===== src/rtl/cordic_pipeline.sv =====
// cordic_pipeline: fully pipelined rotation-mode CORDIC, one sample per clock.
// Latency STAGES+2: quadrant pre-rotation, STAGES micro-rotations, saturating output.
module cordic_pipeline #(
    parameter int WIDTH  = 16,
    parameter int STAGES = 15,
    parameter int GUARD  = 4
) (
    input  logic                    clk,
    input  logic                    rst_n,
    input  logic                    en,
    input  logic        [WIDTH-1:0] angle,
    input  logic signed [WIDTH-1:0] x_in,
    input  logic signed [WIDTH-1:0] y_in,
    output logic signed [WIDTH-1:0] x_out,
    output logic signed [WIDTH-1:0] y_out,
    output logic signed [WIDTH-1:0] theta,
    output logic                    done
);
    localparam int XW = WIDTH + 2;
    localparam int ZW = WIDTH + GUARD + 1;
    localparam logic signed [XW-1:0] LIM = XW'(2 ** (WIDTH - 1) - 1);
    // atan(2^-i) in units of 2^19 per full turn (GUARD = 4), rescaled below for other guards
    localparam int ATAN [0:17] = '{65536, 38688, 20442, 10377, 5208, 2607, 1304, 652, 326,
                                   163, 81, 41, 20, 10, 5, 3, 1, 1};

    function automatic logic signed [ZW-1:0] atan_step(input int i);
        int v;
        v = (i < 18) ? ATAN[i[4:0]] : 0;
        if (GUARD > 4) v = v <<< (GUARD - 4);
        else if (GUARD < 4) v = (v + (1 <<< (3 - GUARD))) >>> (4 - GUARD);
        return ZW'(v);
    endfunction

    function automatic logic signed [WIDTH-1:0] sat(input logic signed [XW-1:0] v);
        return v > LIM ? WIDTH'(LIM) : v < -LIM ? WIDTH'(-LIM) : WIDTH'(v);
    endfunction

    logic signed [XW-1:0] xs [0:STAGES];
    logic signed [XW-1:0] ys [0:STAGES];
    logic signed [ZW-1:0] zs [0:STAGES];
    logic [STAGES:0]      vs;

    logic [WIDTH-2:0]     ph;
    logic [1:0]           q;
    logic signed [XW-1:0] xe, ye, x0, y0;
    logic signed [ZW-1:0] z0;

    assign ph = (WIDTH-1)'(angle);
    assign q  = ph[WIDTH-2:WIDTH-3];
    assign xe = XW'(x_in);
    assign ye = XW'(y_in);
    // widened before negation so -(-32768) is representable
    assign x0 = q == 2'd0 ? xe : q == 2'd1 ? -ye : q == 2'd2 ? -xe : ye;
    assign y0 = q == 2'd0 ? ye : q == 2'd1 ? xe  : q == 2'd2 ? -ye : -xe;
    assign z0 = ZW'({ph[WIDTH-4:0], {GUARD{1'b0}}});

    always_ff @(posedge clk or negedge rst_n) begin
        if (!rst_n) begin
            xs[0] <= '0;
            ys[0] <= '0;
            zs[0] <= '0;
            vs[0] <= 1'b0;
        end else begin
            xs[0] <= x0;
            ys[0] <= y0;
            zs[0] <= z0;
            vs[0] <= en;
        end
    end

    for (genvar i = 0; i < STAGES; i++) begin : g_stage
        always_ff @(posedge clk or negedge rst_n) begin
            if (!rst_n) begin
                xs[i+1] <= '0;
                ys[i+1] <= '0;
                zs[i+1] <= '0;
                vs[i+1] <= 1'b0;
            end else begin
                xs[i+1] <= zs[i][ZW-1] ? xs[i] + (ys[i] >>> i) : xs[i] - (ys[i] >>> i);
                ys[i+1] <= zs[i][ZW-1] ? ys[i] - (xs[i] >>> i) : ys[i] + (xs[i] >>> i);
                zs[i+1] <= zs[i][ZW-1] ? zs[i] + atan_step(i) : zs[i] - atan_step(i);
                vs[i+1] <= vs[i];
            end
        end
    end

    always_ff @(posedge clk or negedge rst_n) begin
        if (!rst_n) begin
            x_out <= '0;
            y_out <= '0;
            theta <= '0;
            done  <= 1'b0;
        end else begin
            x_out <= sat(xs[STAGES]);
            y_out <= sat(ys[STAGES]);
            theta <= WIDTH'(zs[STAGES] >>> GUARD);
            done  <= vs[STAGES];
        end
    end
endmodule


===== config.mk =====
export PLATFORM = sky130hd
export DESIGN_NAME = cordic_pipeline
export DESIGN_NICKNAME = d
export VERILOG_FILES = /design/src/rtl/cordic_pipeline.sv
export SDC_FILE = /design/constraint.sdc
export NUM_CORES = 2
export LEC_CHECK = 0
export ABC_AREA = 1
export CAP_MARGIN = 20
export CORE_MARGIN = 3
export CORE_UTILIZATION = 37
export DETAILED_ROUTE_END_ITERATION = 10
export GPL_TIMING_DRIVEN = 0
export PLACE_DENSITY_LB_ADDON = 0.08
export SETUP_SLACK_MARGIN = 0.05
export SLEW_MARGIN = 20
export SYNTH_ARGS = -nofsm -noshare
export SYNTH_HDL_FRONTEND = slang
export SYNTH_SLANG_ARGS = --single-unit

===== constraint.sdc =====
create_clock -name clk -period 5.4 [get_ports clk]
set_input_delay 1.08 -clock clk [delete_from_list [all_inputs] [get_ports clk]]
set_output_delay 1.08 -clock clk [all_outputs]
set_load 0.02 [all_outputs]

==> results.md <==
Status:
- The run finished with clean final reports.

Clocking:
- The H-tree was split into 3 levels.
- After clock tree synthesis, the setup repair step added 0 buffers.
- After clock tree synthesis, the repair step resized 0 gates.
- Clock latency on the worst-skew pair, taken at its later pin, is 0.76 ns.
- In this run, CTS created clock tree buffers numbering 119.
- The CTS tree is done.
- No sink is reached through more buffers than the 3 on the longest clock path.
- After clock tree synthesis, the flow added hold-fix buffers numbering 0.
- The number of sinks on the clock net is about 950.
- After clock tree synthesis, the clock-pin slew on the worst setup and hold paths is ~0.060 ns.
- CTS placed an instance of sky130_fd_sc_hd__clkbuf_16 at the clock tree root.

Critical path:
- The cell seen most often among critical-path stages is sky130_fd_sc_hd__nand2_1.
- The worst-case reg-to-reg path depth is 15.
- The biggest cell delay along the critical path is ~0.62 ns.
- The signal on the critical path passes through buf_2 -> inv_1 -> buf_2 -> buf_2 -> nand2_1 -> xor2_1 -> ha_1 -> a21oi_1 -> nand2_1 -> nand2_1 -> nand3_1 -> nand2_1 -> inv_1 -> o21bai_1 -> nand2_1.
- The worst register-to-register path begins at zs[292].
- STA classifies the critical path endpoint as a flip-flop.
- The required time of the worst setup path is roughly 6.0 ns.
- The worst register-to-register path ends at xs[229].
- Broken down by cell family, the worst path's largest delay share belongs to buffers and inverters.
- Setup slack on the worst reg-to-reg path comes out at ~1.8 ns.
- The critical path is of the reg -> reg type.
- The kind of start point of the critical path is a flip-flop.
- The largest fanout on the critical path is 17.
- For the worst setup path, the data arrival time is roughly 4.2 ns.
- The library cell contributing the largest single delay on the critical path is sky130_fd_sc_hd__dfrtp_1.
- Together, buffers and inverters on the worst path number 5.

Flow run:
- Max-cap violations in this run came to 0.

Logic synthesis:
- In this run the mean area of a mapped cell was roughly 7.3 um2.
- In this run, synthesis produced a sequential element count of about 950.
- For this run, the register share of the synthesized area comes to a little under a third.
- The number of library cell types mapped by synthesis is 59.
- After technology mapping, the gate count stands at between 10,000 and 15,000.
- The net count after synthesis is roughly 11,000.
- After synthesis the cells add up to roughly 75,000 um2.
- For this run, the number of Yosys warnings is 0.

Global route:
- Entering global routing, the biggest net connects ~150 pins.
- The initial antenna violation count was 3.
- The via count of the first global-routing pass is around 66,000.
- The first-pass GRT wire length is 342,000 um.
- Across every metal layer, demand over resource in global routing totals roughly 20%.
- Global routing finished with a remaining overflow of 0.

Floorplan:
- The die span in x is about 460 um.
- During I/O placement, the number of pins put on the boundary was 100.
- The die is between 400 and 500 um tall.
- The starting utilization of the core area is 37.3%.
- Row generation in the floorplan step produced roughly 160 rows.
- The area of the die is approximately 210,000 um2.
- The floorplan step defined a core boundary enclosing between 200,000 and 250,000 um2.

Timing:
- The clock skew is around 0.022 ns.
- The number of endpoints failing setup at the final stage is 0.
- Setup repair after global routing left no endpoint under its margin.
- The final-report max-slew violation count came to 0.
- The top achievable clock speed is between 200 and 300 MHz.
- The total negative setup slack is 0 ns.
- The slew at the pin closest to its max-slew limit is between 0.8 and 0.9 ns.
- The minimum period implied by the final worst setup slack is about 3.6 ns.
- Dividing the final minimum period by the clock period gives 66.6%.
- The final-report hold violation count was 0.
- The worst pin sits at a relative slew slack of ~45%.

Hold path:
- The class of the tightest hold or removal check is in -> async.

Cells and area:
- The layout has 20,700 filler cells.
- The fraction of final layout cells sized beyond drive strength 1 is roughly 3.7%.
- The final cell area excluding filler cells is ~83,000 um2.
- The net count of the finished layout is 11,300.
- Compared with the post-synthesis result, the final layout area differs by 11.6%.

Drt:
- The DRC violation count after routing is 0.
- The final layout contains routed wiring with a total length of 212,000 um.
- Summing over every cut layer, the via total after detailed routing is 65,600.
- The number of iterations in the first detailed-routing pass is 7.
- The average detailed-routed wire length per instance is about 16 um.
- In this run the remaining antenna-violating nets after routing total 0.
- The count of routing violations after the opening detailed-route iteration is approximately 3,400.
- Using the TritonRoute via totals, the vias-per-cell ratio works out to 4.97.

Placed design:
- The final weighted congestion in routability-driven placement is about 0.91.
- The standard cell area after detailed placement is a little under 80,000 um2.
- Port buffering added 96 buffers.
- The half-perimeter wire length after detailed placement is roughly 180,000 um.
[per-stage QoR]
| stage | worst slack, ns | hold slack (ns) | instances | utilization, % |
|---|---|---|---|---|
| 2_1_floorplan | 2.70 | 0.331 | 10200 | - |
| 3_3_place_gp | -40.28 | 0.332 | 13000 | 39.4 |
| 3_5_place_dp | 1.75 | 0.335 | 13000 | 39.5 |
| 4_1_cts | 1.73 | 0.0647 | 13200 | 41.6 |
| 5_1_grt | 1.49 | 0.0965 | 13200 | 41.6 |
| 6_report | 1.80 | 0.157 | 13200 | 41.6 |
[worst register-to-register path, cell delays in order, from the launching register on]
cell	delay (ns)
sky130_fd_sc_hd__dfrtp_1	0.62
sky130_fd_sc_hd__buf_2	0.33
sky130_fd_sc_hd__inv_1	0.11
sky130_fd_sc_hd__buf_2	0.22
sky130_fd_sc_hd__buf_2	0.51
sky130_fd_sc_hd__nand2_1	0.14
sky130_fd_sc_hd__xor2_1	0.16
sky130_fd_sc_hd__ha_1	0.34
sky130_fd_sc_hd__a21oi_1	0.21
sky130_fd_sc_hd__nand2_1	0.09
sky130_fd_sc_hd__nand2_1	0.06
sky130_fd_sc_hd__nand3_1	0.23
sky130_fd_sc_hd__nand2_1	0.17
sky130_fd_sc_hd__inv_1	0.05
sky130_fd_sc_hd__o21bai_1	0.12
sky130_fd_sc_hd__nand2_1	0.09
[cell usage in the layout, fill, tap and decap left out, types with 121 or more instances in the layout]
cell,n
sky130_fd_sc_hd__nor2_1,965
sky130_fd_sc_hd__ha_1,813
sky130_fd_sc_hd__a21oi_1,711
sky130_fd_sc_hd__nand2_1,2795
sky130_fd_sc_hd__inv_1,1231
sky130_fd_sc_hd__xor2_1,564
sky130_fd_sc_hd__dfrtp_1,947
sky130_fd_sc_hd__o21ai_0,258
sky130_fd_sc_hd__a21o_1,157
sky130_fd_sc_hd__nand3_1,817
sky130_fd_sc_hd__clkbuf_16,121
[cells in the mapped netlist (all sizes together)]
library cell | count | area (um2)
a211oi | 5 | 37.5
a21boi | 15 | 113
a21o | 157 | 1180
a21oi | 712 | 3570
a22oi | 1 | 7.51
a31oi | 50 | 313
and2 | 23 | 151
buf | 51 | 270
clkbuf | 17 | 63.8
clkinv | 5 | 20.0
conb | 1 | 3.75
dfrtp | 947 | 23700
fa | 43 | 861
ha | 813 | 10200
inv | 1275 | 4790
nand2 | 2799 | 10500
nand2b | 1 | 6.26
nand3 | 829 | 4210
nand3b | 26 | 195
nand4 | 121 | 763
nor2 | 989 | 3820
nor3 | 123 | 666
nor4 | 24 | 150
o2111ai | 5 | 43.8
o211ai | 3 | 22.5
o21a | 50 | 375
o21ai | 339 | 1770
o21bai | 64 | 484
o221ai | 1 | 8.76
o22ai | 9 | 56.3
o31ai | 31 | 233
o41ai | 2 | 17.5
or2 | 7 | 43.8
xnor2 | 113 | 997
xor2 | 566 | 4970
[worst max path at each step]
stage | from | to | cells after the start
floorplan | ys[100] | xs[85] | 20
global placement | rst_n | xs[233] | 1
detailed placement | zs[251] | ys[189] | 12
CTS | zs[292] | xs[229] | 17
global route | zs[292] | xs[229] | 17
finish | zs[292] | xs[229] | 15
[per-layer routing]
metal  track usage (%)  vias up  share of wire (%)
met1              24.2    30400                 43
met2              38.2     1039                 51
met5                 0        -                  0
met4              6.13        0                3.1
met3              2.16      303                2.9
li1                  -    33900                  -
[state kept, by name, indices dropped and copies added (netlist names)]
name	count
zs	307
xs	287
done	1
vs	16
ys	288
x_out	16
y_out	16
theta	16
[layout make-up]
type                            count  area (um2)  area share (%)
Multi-Input combinational cell   7922       45800            55.0
Sequential cell                   947       23700            28.5
Inverter                         1280        4810            5.78
Clock buffer                      163        3440            4.13
Tap cell                         2656        3320            3.99
Timing Repair Buffer              104        1200            1.44
Clock inverter                     56         672           0.807
Buffer                             68         342           0.410
Antenna cell                        4        10.0          0.0120
[logic make-up (layout without fill, tap and decap cells)]
group | after synthesis | in the layout | synth area share [%]
AOI/OAI and AO/OA | 1444 | 1444 | 11.0
xor gates and xnor gates | 679 | 679 | 8.00
DFF | 947 | 947 | 31.8
and+or+nand+nor | 4942 | 4942 | 27.5
buffers and inverters | 1348 | 1671 | 6.89
other | 1 | 5 | 0.00503
adders and majority gates | 856 | 856 | 14.8
Power is not shown: default switching activity piles up to over one toggle a cycle in this logic, so the estimate is an artifact.
